File: config.mk
export PLATFORM = sky130hd
export DESIGN_NAME = jtdd_rom_arb_flat
export DESIGN_NICKNAME = d
export VERILOG_FILES = /design/src/rtl/jtdd_rom_arb_if.sv /design/src/rtl/jtdd_rom_arb.sv /design/src/flat_wrapper.sv
export SDC_FILE = /design/constraint.sdc
export NUM_CORES = 1
export LEC_CHECK = 0
export ABC_AREA = 0
export CORE_ASPECT_RATIO = 0.6
export CORE_UTILIZATION = 53
export CTS_BUF_LIST = sky130_fd_sc_hd__clkbuf_16
export CTS_CLUSTER_DIAMETER = 100
export DETAILED_ROUTE_END_ITERATION = 8
export PLACE_DENSITY = 0.9
export REMOVE_ABC_BUFFERS = 1
export SYNTH_ARGS = -nofsm -noshare
export SYNTH_HDL_FRONTEND = slang
export SYNTH_SLANG_ARGS = --single-unit
File: constraint.sdc
create_clock -name clk -period 9.7 [get_ports clk]
set_input_delay 2.425 -clock clk [delete_from_list [all_inputs] [get_ports clk]]
set_output_delay 2.425 -clock clk [all_outputs]
set_load 0.005 [all_outputs]
File: src/rtl/jtdd_rom_arb_if.sv
// ROM arbiter bus bundle.
// Groups the three requester ports (scr, chr, obj) and the shared
// memory-controller port of jtdd_rom_arb.
//   x_addr / x_cs        : requester word address and request enable
//   x_data / x_ok        : last fetched word, valid for the current address
//   mem_addr / mem_req   : shared ROM address and fetch request
//   mem_data / mem_ok    : returned word and its one-cycle valid pulse
// Modport slave is taken by the arbiter; modport master by whatever
// drives the requests and models the memory.
interface jtdd_rom_arb_if #(
    parameter int AW = 17,
    parameter int MW = 20
);
    logic [AW-1:0] scr_addr, chr_addr, obj_addr;
    logic          scr_cs,   chr_cs,   obj_cs;
    logic [15:0]   scr_data, chr_data, obj_data;
    logic          scr_ok,   chr_ok,   obj_ok;
    logic [MW-1:0] mem_addr;
    logic          mem_req;
    logic [15:0]   mem_data;
    logic          mem_ok;

    modport slave (
        input  scr_addr, chr_addr, obj_addr,
        input  scr_cs,   chr_cs,   obj_cs,
        output scr_data, chr_data, obj_data,
        output scr_ok,   chr_ok,   obj_ok,
        output mem_addr, mem_req,
        input  mem_data, mem_ok
    );

    modport master (
        output scr_addr, chr_addr, obj_addr,
        output scr_cs,   chr_cs,   obj_cs,
        input  scr_data, chr_data, obj_data,
        input  scr_ok,   chr_ok,   obj_ok,
        input  mem_addr, mem_req,
        output mem_data, mem_ok
    );
endinterface

File: src/rtl/jtdd_rom_arb.sv
// Three-way ROM fetch arbiter with a one-word cache per requester.
// Each requester (scr, chr, obj) keeps its last fetched word and the
// address it belongs to; x_ok is high while the requested address matches
// that cached word. A miss issues one fetch at a time on the shared memory
// port, with a per-requester base offset added to the address.
//
// Ports:
//   clk  : clock, all state changes on posedge
//   rst  : asynchronous active-high reset
//   bus  : jtdd_rom_arb_if.slave (requester and memory signals)
//
// Build option:
//   JTDD_ROMARB_RR_EN  defined   -> round-robin arbitration, last served
//                                   requester gets lowest priority
//                      undefined -> fixed priority scr > chr > obj
//
// state   | meaning
// ST_IDLE | no fetch in flight; grant a pending requester if any
// ST_WAIT | fetch issued, mem_addr/mem_req held until mem_ok
module jtdd_rom_arb #(
    parameter int            AW         = 17,
    parameter int            MW         = 20,
    parameter logic [MW-1:0] SCR_OFFSET = '0,
    parameter logic [MW-1:0] CHR_OFFSET = 20'h20000,
    parameter logic [MW-1:0] OBJ_OFFSET = 20'h40000
) (
    input  logic           clk,
    input  logic           rst,
    jtdd_rom_arb_if.slave  bus
);

    typedef enum logic {ST_IDLE, ST_WAIT} state_t;

    state_t        state;
    logic [1:0]    sel;
    logic [AW-1:0] lat_addr;
    logic [MW-1:0] mem_addr_r;
    logic          mem_req_r;

    logic [AW-1:0] last_addr [3];
    logic [15:0]   data_r    [3];
    logic [2:0]    valid;

    logic [AW-1:0] addr_in [3];
    logic [2:0]    cs_in;
    logic [2:0]    ok_v;
    logic [2:0]    pend;
    logic [1:0]    gnt;
    logic [AW-1:0] gnt_addr;
    logic [MW-1:0] gnt_off;

    assign addr_in[0] = bus.scr_addr;
    assign addr_in[1] = bus.chr_addr;
    assign addr_in[2] = bus.obj_addr;
    assign cs_in      = {bus.obj_cs, bus.chr_cs, bus.scr_cs};

    always_comb begin
        ok_v = '0;
        pend = '0;
        for (int i = 0; i < 3; i++) begin
            ok_v[i] = cs_in[i] && valid[i] && (addr_in[i] == last_addr[i]);
            pend[i] = cs_in[i] && !ok_v[i];
        end
    end

`ifdef JTDD_ROMARB_RR_EN
    // rr_ptr names the requester with highest priority this round
    logic [1:0] rr_ptr;
    logic [1:0] rr_p1;
    logic [1:0] rr_p2;

    function automatic logic [1:0] nxt(input logic [1:0] i);
        return (i == 2'd2) ? 2'd0 : i + 2'd1;
    endfunction

    always_comb begin
        rr_p1 = nxt(rr_ptr);
        rr_p2 = nxt(rr_p1);
        gnt   = rr_p2;
        if (pend[rr_ptr])
            gnt = rr_ptr;
        else if (pend[rr_p1])
            gnt = rr_p1;
    end

    always_ff @(posedge clk or posedge rst) begin
        if (rst)
            rr_ptr <= 2'd0;
        else if (state == ST_IDLE && |pend)
            rr_ptr <= nxt(gnt);
    end
`else
    always_comb begin
        gnt = 2'd2;
        if (pend[0])
            gnt = 2'd0;
        else if (pend[1])
            gnt = 2'd1;
    end
`endif

    always_comb begin
        gnt_addr = addr_in[2];
        gnt_off  = OBJ_OFFSET;
        case (gnt)
            2'd0: begin
                gnt_addr = addr_in[0];
                gnt_off  = SCR_OFFSET;
            end
            2'd1: begin
                gnt_addr = addr_in[1];
                gnt_off  = CHR_OFFSET;
            end
            default: ;
        endcase
    end

    always_ff @(posedge clk or posedge rst) begin
        if (rst) begin
            state      <= ST_IDLE;
            sel        <= 2'd0;
            lat_addr   <= '0;
            mem_addr_r <= '0;
            mem_req_r  <= 1'b0;
            valid      <= '0;
            for (int i = 0; i < 3; i++) begin
                last_addr[i] <= '0;
                data_r[i]    <= '0;
            end
        end else begin
            case (state)
                ST_IDLE: begin
                    // mem_ok here is stale (e.g. a fetch abandoned by reset)
                    if (|pend) begin
                        sel        <= gnt;
                        lat_addr   <= gnt_addr;
                        mem_addr_r <= MW'(gnt_addr) + gnt_off;
                        mem_req_r  <= 1'b1;
                        state      <= ST_WAIT;
                    end
                end
                ST_WAIT: begin
                    // stored under the latched address even if the
                    // requester moved on; its ok then stays low
                    if (bus.mem_ok) begin
                        data_r[sel]    <= bus.mem_data;
                        last_addr[sel] <= lat_addr;
                        valid[sel]     <= 1'b1;
                        mem_req_r      <= 1'b0;
                        state          <= ST_IDLE;
                    end
                end
                default: state <= ST_IDLE;
            endcase
        end
    end

    assign bus.mem_addr = mem_addr_r;
    assign bus.mem_req  = mem_req_r;
    assign bus.scr_data = data_r[0];
    assign bus.chr_data = data_r[1];
    assign bus.obj_data = data_r[2];
    assign bus.scr_ok   = ok_v[0];
    assign bus.chr_ok   = ok_v[1];
    assign bus.obj_ok   = ok_v[2];

endmodule

File: src/flat_wrapper.sv
// flat-port wrapper written by rule: the top's interface ports become plain ports
module jtdd_rom_arb_flat 
#(
    parameter int            AW         = 17,
    parameter int            MW         = 20,
    parameter logic [MW-1:0] SCR_OFFSET = '0,
    parameter logic [MW-1:0] CHR_OFFSET = 20'h20000,
    parameter logic [MW-1:0] OBJ_OFFSET = 20'h40000
)
  (clk, rst, bus_scr_addr, bus_chr_addr, bus_obj_addr, bus_scr_cs, bus_chr_cs, bus_obj_cs, bus_scr_data, bus_chr_data, bus_obj_data, bus_scr_ok, bus_chr_ok, bus_obj_ok, bus_mem_addr, bus_mem_req, bus_mem_data, bus_mem_ok);
  jtdd_rom_arb_if #(.AW(AW), .MW(MW)) bus_i ();
  input  logic clk;
  input  logic rst;
  input wire logic [$bits(bus_i.scr_addr)-1:0] bus_scr_addr;
  input wire logic [$bits(bus_i.chr_addr)-1:0] bus_chr_addr;
  input wire logic [$bits(bus_i.obj_addr)-1:0] bus_obj_addr;
  input wire logic [$bits(bus_i.scr_cs)-1:0] bus_scr_cs;
  input wire logic [$bits(bus_i.chr_cs)-1:0] bus_chr_cs;
  input wire logic [$bits(bus_i.obj_cs)-1:0] bus_obj_cs;
  output wire logic [$bits(bus_i.scr_data)-1:0] bus_scr_data;
  output wire logic [$bits(bus_i.chr_data)-1:0] bus_chr_data;
  output wire logic [$bits(bus_i.obj_data)-1:0] bus_obj_data;
  output wire logic [$bits(bus_i.scr_ok)-1:0] bus_scr_ok;
  output wire logic [$bits(bus_i.chr_ok)-1:0] bus_chr_ok;
  output wire logic [$bits(bus_i.obj_ok)-1:0] bus_obj_ok;
  output wire logic [$bits(bus_i.mem_addr)-1:0] bus_mem_addr;
  output wire logic [$bits(bus_i.mem_req)-1:0] bus_mem_req;
  input wire logic [$bits(bus_i.mem_data)-1:0] bus_mem_data;
  input wire logic [$bits(bus_i.mem_ok)-1:0] bus_mem_ok;
  assign bus_i.scr_addr = bus_scr_addr;
  assign bus_i.chr_addr = bus_chr_addr;
  assign bus_i.obj_addr = bus_obj_addr;
  assign bus_i.scr_cs = bus_scr_cs;
  assign bus_i.chr_cs = bus_chr_cs;
  assign bus_i.obj_cs = bus_obj_cs;
  assign bus_scr_data = bus_i.scr_data;
  assign bus_chr_data = bus_i.chr_data;
  assign bus_obj_data = bus_i.obj_data;
  assign bus_scr_ok = bus_i.scr_ok;
  assign bus_chr_ok = bus_i.chr_ok;
  assign bus_obj_ok = bus_i.obj_ok;
  assign bus_mem_addr = bus_i.mem_addr;
  assign bus_mem_req = bus_i.mem_req;
  assign bus_i.mem_data = bus_mem_data;
  assign bus_i.mem_ok = bus_mem_ok;
  jtdd_rom_arb #(.AW(AW), .MW(MW), .SCR_OFFSET(SCR_OFFSET), .CHR_OFFSET(CHR_OFFSET), .OBJ_OFFSET(OBJ_OFFSET)) u_core (.clk(clk), .rst(rst), .bus(bus_i));
endmodule
==> metrics.txt <==
drt initial violations=225; area share of the largest cell type after synthesis=a little over half; HPWL Detailed=around 9.4 mm; CTS tree=done; Final Setup Violations=0; worst slew pin tran=1.12 ns; # nets final=627; WP data arrival=~4.8 ns; synth warn=0; CP required=around 7.3 ns; Clock Power Share=roughly 25%; Pleak=3.26 nW; Hold/Removal Path Class=flip-flop to flip-flop; r2r worst-path depth=7; Row Count=28; max-slew violations=0; Synth Instances=405; RSZ-0062 raised after global routing=no; fin util=between 70 and 80%; Hold Violations, Final=0; Net Sw Power=0.720 mW; wire length per cell=19.3 um; crit start category=primary input; I/O pin total=about 150; core area=10100 um2; Die ar.=11000 um2; Area Growth Syn to Fin=38.0%; share of cells above drive strength 1=27.7%; Clock Latency Late Sink=0.41 ns; Antenna diodes=0; Tcrit/Tclk final=around 74%; area leader, netlist=dfrtp_1; Inserted Clock Buffers=17; PostCTS Resize Cnt=0; Final ANT Viol Nets=0; via/cell ratio=about 5.4; Internal Pwr Total=between 1.5 and 2 mW; Most Crowded Layer GR=met2; overall routing resource usage=26.1%; Worst Skew=0.00820 ns; number of synthesized register bits=about 120; distinct cell type count after synthesis=29; sequential area share after synthesis=55.0%; total number of vias=between 3000 and 4000; hold path cells=1; grt met1 use=around 36%; FMAX=139 MHz; M2 GR Usage=between 40 and 50%; Post-Syn Area=5600 um2; placed insts=670; wire length of the first global-routing pass=21.2 mm; die width=135 um; DR DRC count=0; vias in the first global route=4009; Period minus WS final=7.19 ns; largest net degree at the start of global routing=85; Final Wtd Congestion=0.780; initial antenna violation count=0; met3 global-route usage=7.04%; PwrDens=320 nW/um2; crit path capture type=primary output; Total Wirelength=13.5 mm; Max Cap Viol=0; final cell count without fillers=about 700; clock-pin transition on the worst setup and hold timing paths=around 0.050 ns; clock sinks=roughly 120; sw frac=between 20% and 30%; root buffer cell=clkbuf_16; setup tns final=0 ns; Pre-Repair DR Iteration Count=4; Crit Path Max Fanout=2; post-CTS setup buffer count=0; status=finished clean; dominant cells by area after synthesis=dfrtp_1 (55%), mux2_2 (23%), xor2_1 (6.1%); peak supply drop=218 uV; cts hold-fix bufs=0; GRT overflow=0; combinational share of power=36.0%; clk buf depth=2; Die Y=between 80 and 90 um; PortBufs=143; htree depth=4; Max-slew headroom=24.7%; Synth Area per Inst=~14 um2; Crit Path Category=primary input to primary output; Sequential Power Share=between 30 and 40%; Starting Density=between 50% and 60%
-- critical path: stages --
cell	delay [ns]
clkdlybuf4s50_1	0.47
xor2_1	0.19
nor4_1	0.49
nand3_1	0.26
nor4_1	0.35
clkdlybuf4s50_1	0.58
-- placed cells by master, fill, tap and decap left out --
cell type / synthesis / routed
nand2b_1: 2 / 2
nand2_1: 4 / 4
mux2_4: 4 / 4
nand4_1: 4 / 4
conb_1: 1 / 1
nand3_1: 3 / 3
xor2_1: 39 / 39
a21o_1: 2 / 2
nor4_1: 12 / 12
dfrtp_1: 123 / 123
or2_2: 1 / 1
inv_4: 0 / 1
a31oi_4: 1 / 1
o41ai_4: 2 / 3
clkinv_4: 0 / 1
nor3_2: 0 / 1
mux2_2: 112 / 112
clkinvlp_4: 0 / 3
o32ai_1: 1 / 1
or3_1: 1 / 1
bufinv_16: 0 / 3
xnor2_1: 12 / 12
mux2i_1: 17 / 17
clkdlybuf4s50_1: 0 / 143
a21oi_1: 19 / 19
inv_1: 4 / 3
clkinv_1: 0 / 4
nor2_1: 20 / 20
buf_4: 4 / 6
clkinv_2: 0 / 4
clkbuf_16: 0 / 17
-- through the flow --
step / hold slack, ns / worst slack (ns) / cell area [um2] / power (mW)
after CTS: 0.467 / 2.54 / 7730 / 2.49
after floorplan: 0.435 / 3.89 / 5480 / 1.39
after global routing: 0.483 / 2.40 / 7730 / 2.61
after global placement: 0.450 / 2.66 / 7150 / 1.81
after detailed placement: 0.452 / 2.60 / 7150 / 1.86
final: 0.464 / 2.51 / 7730 / 2.47
-- per-layer routing --
metal	share of wire [%]	vias up
met5	0	-
met4	0.45	0
met3	7.3	9
met2	45	153
met1	47	1928
li1	-	1731
-- state kept, by name, summed over array words and instances, names as in the netlist --
register and flops:
u_core.bus.obj_data 16, u_core.lat_addr 16, u_core.last_addr 51, u_core.bus.mem_req 1, u_core.sel 1, u_core.bus.chr_data 16
u_core.bus.mem_addr 2, u_core.state 1, u_core.valid 3, u_core.bus.scr_data 16
-- layout make-up --
type | instances | area (um2)
clock buffers | 17 | 425
multi-input cells | 259 | 2400
inverters | 4 | 17.5
flip-flops and latches | 123 | 3080
well taps | 135 | 169
fillers | 606 | 2330
clock inverters | 15 | 156
repair buffers | 149 | 1480
-- cell usage after synthesis (all sizes together) --
library cell    n
nand2b          2
a21oi          19
mux2          116
or2             1
nand2           4
xor2           39
nor3            1
nand3           3
a31oi           1
nor2           20
xnor2          12
o32ai           1
o41ai           3
clkbuf          9
or3             1
nand4           4
inv             4
conb            1
nor4           12
mux2i          17
buf            10
a21o            2
dfrtp         123
-- power groups by stage --
stage / clock network [mW] / registers, mW / logic (mW)
6_report: 0.618 / 0.964 / 0.890
5_1_grt: 0.655 / 0.998 / 0.956
4_1_cts: 0.630 / 0.963 / 0.900
3_5_place_dp: 0 / 0.968 / 0.889
3_3_place_gp: 0 / 0.945 / 0.864
2_1_floorplan: 0 / 0.938 / 0.450
-- kinds of logic after synthesis --
logic type / after synthesis / synth area share (%)
xor+xnor: 51 / 7.98
flops: 123 / 55.0
simple gates: 48 / 4.20
buf+inv: 23 / 2.39
compound gates: 26 / 3.78
mux: 133 / 26.6
other cells: 1 / 0.0670
-- path summary, 6_finish.rpt --
check / endpoint / slack, ns / start
setup / recovery: bus_obj_ok / 2.51 / bus_obj_addr[11]
hold / removal: u_core.valid[2] / 0.46 / u_core.valid[2]
setup reg to reg: u_core.lat_addr[2] / 6.13 / u_core.last_addr[30]
hold reg to reg: u_core.valid[2] / 0.46 / u_core.valid[2]
max in group asynchronous: u_core.last_addr[34] / 5.84 / rst
min in group asynchronous: u_core.bus.scr_data[3] / 2.43 / rst
Power figures use the tool's default switching activity.
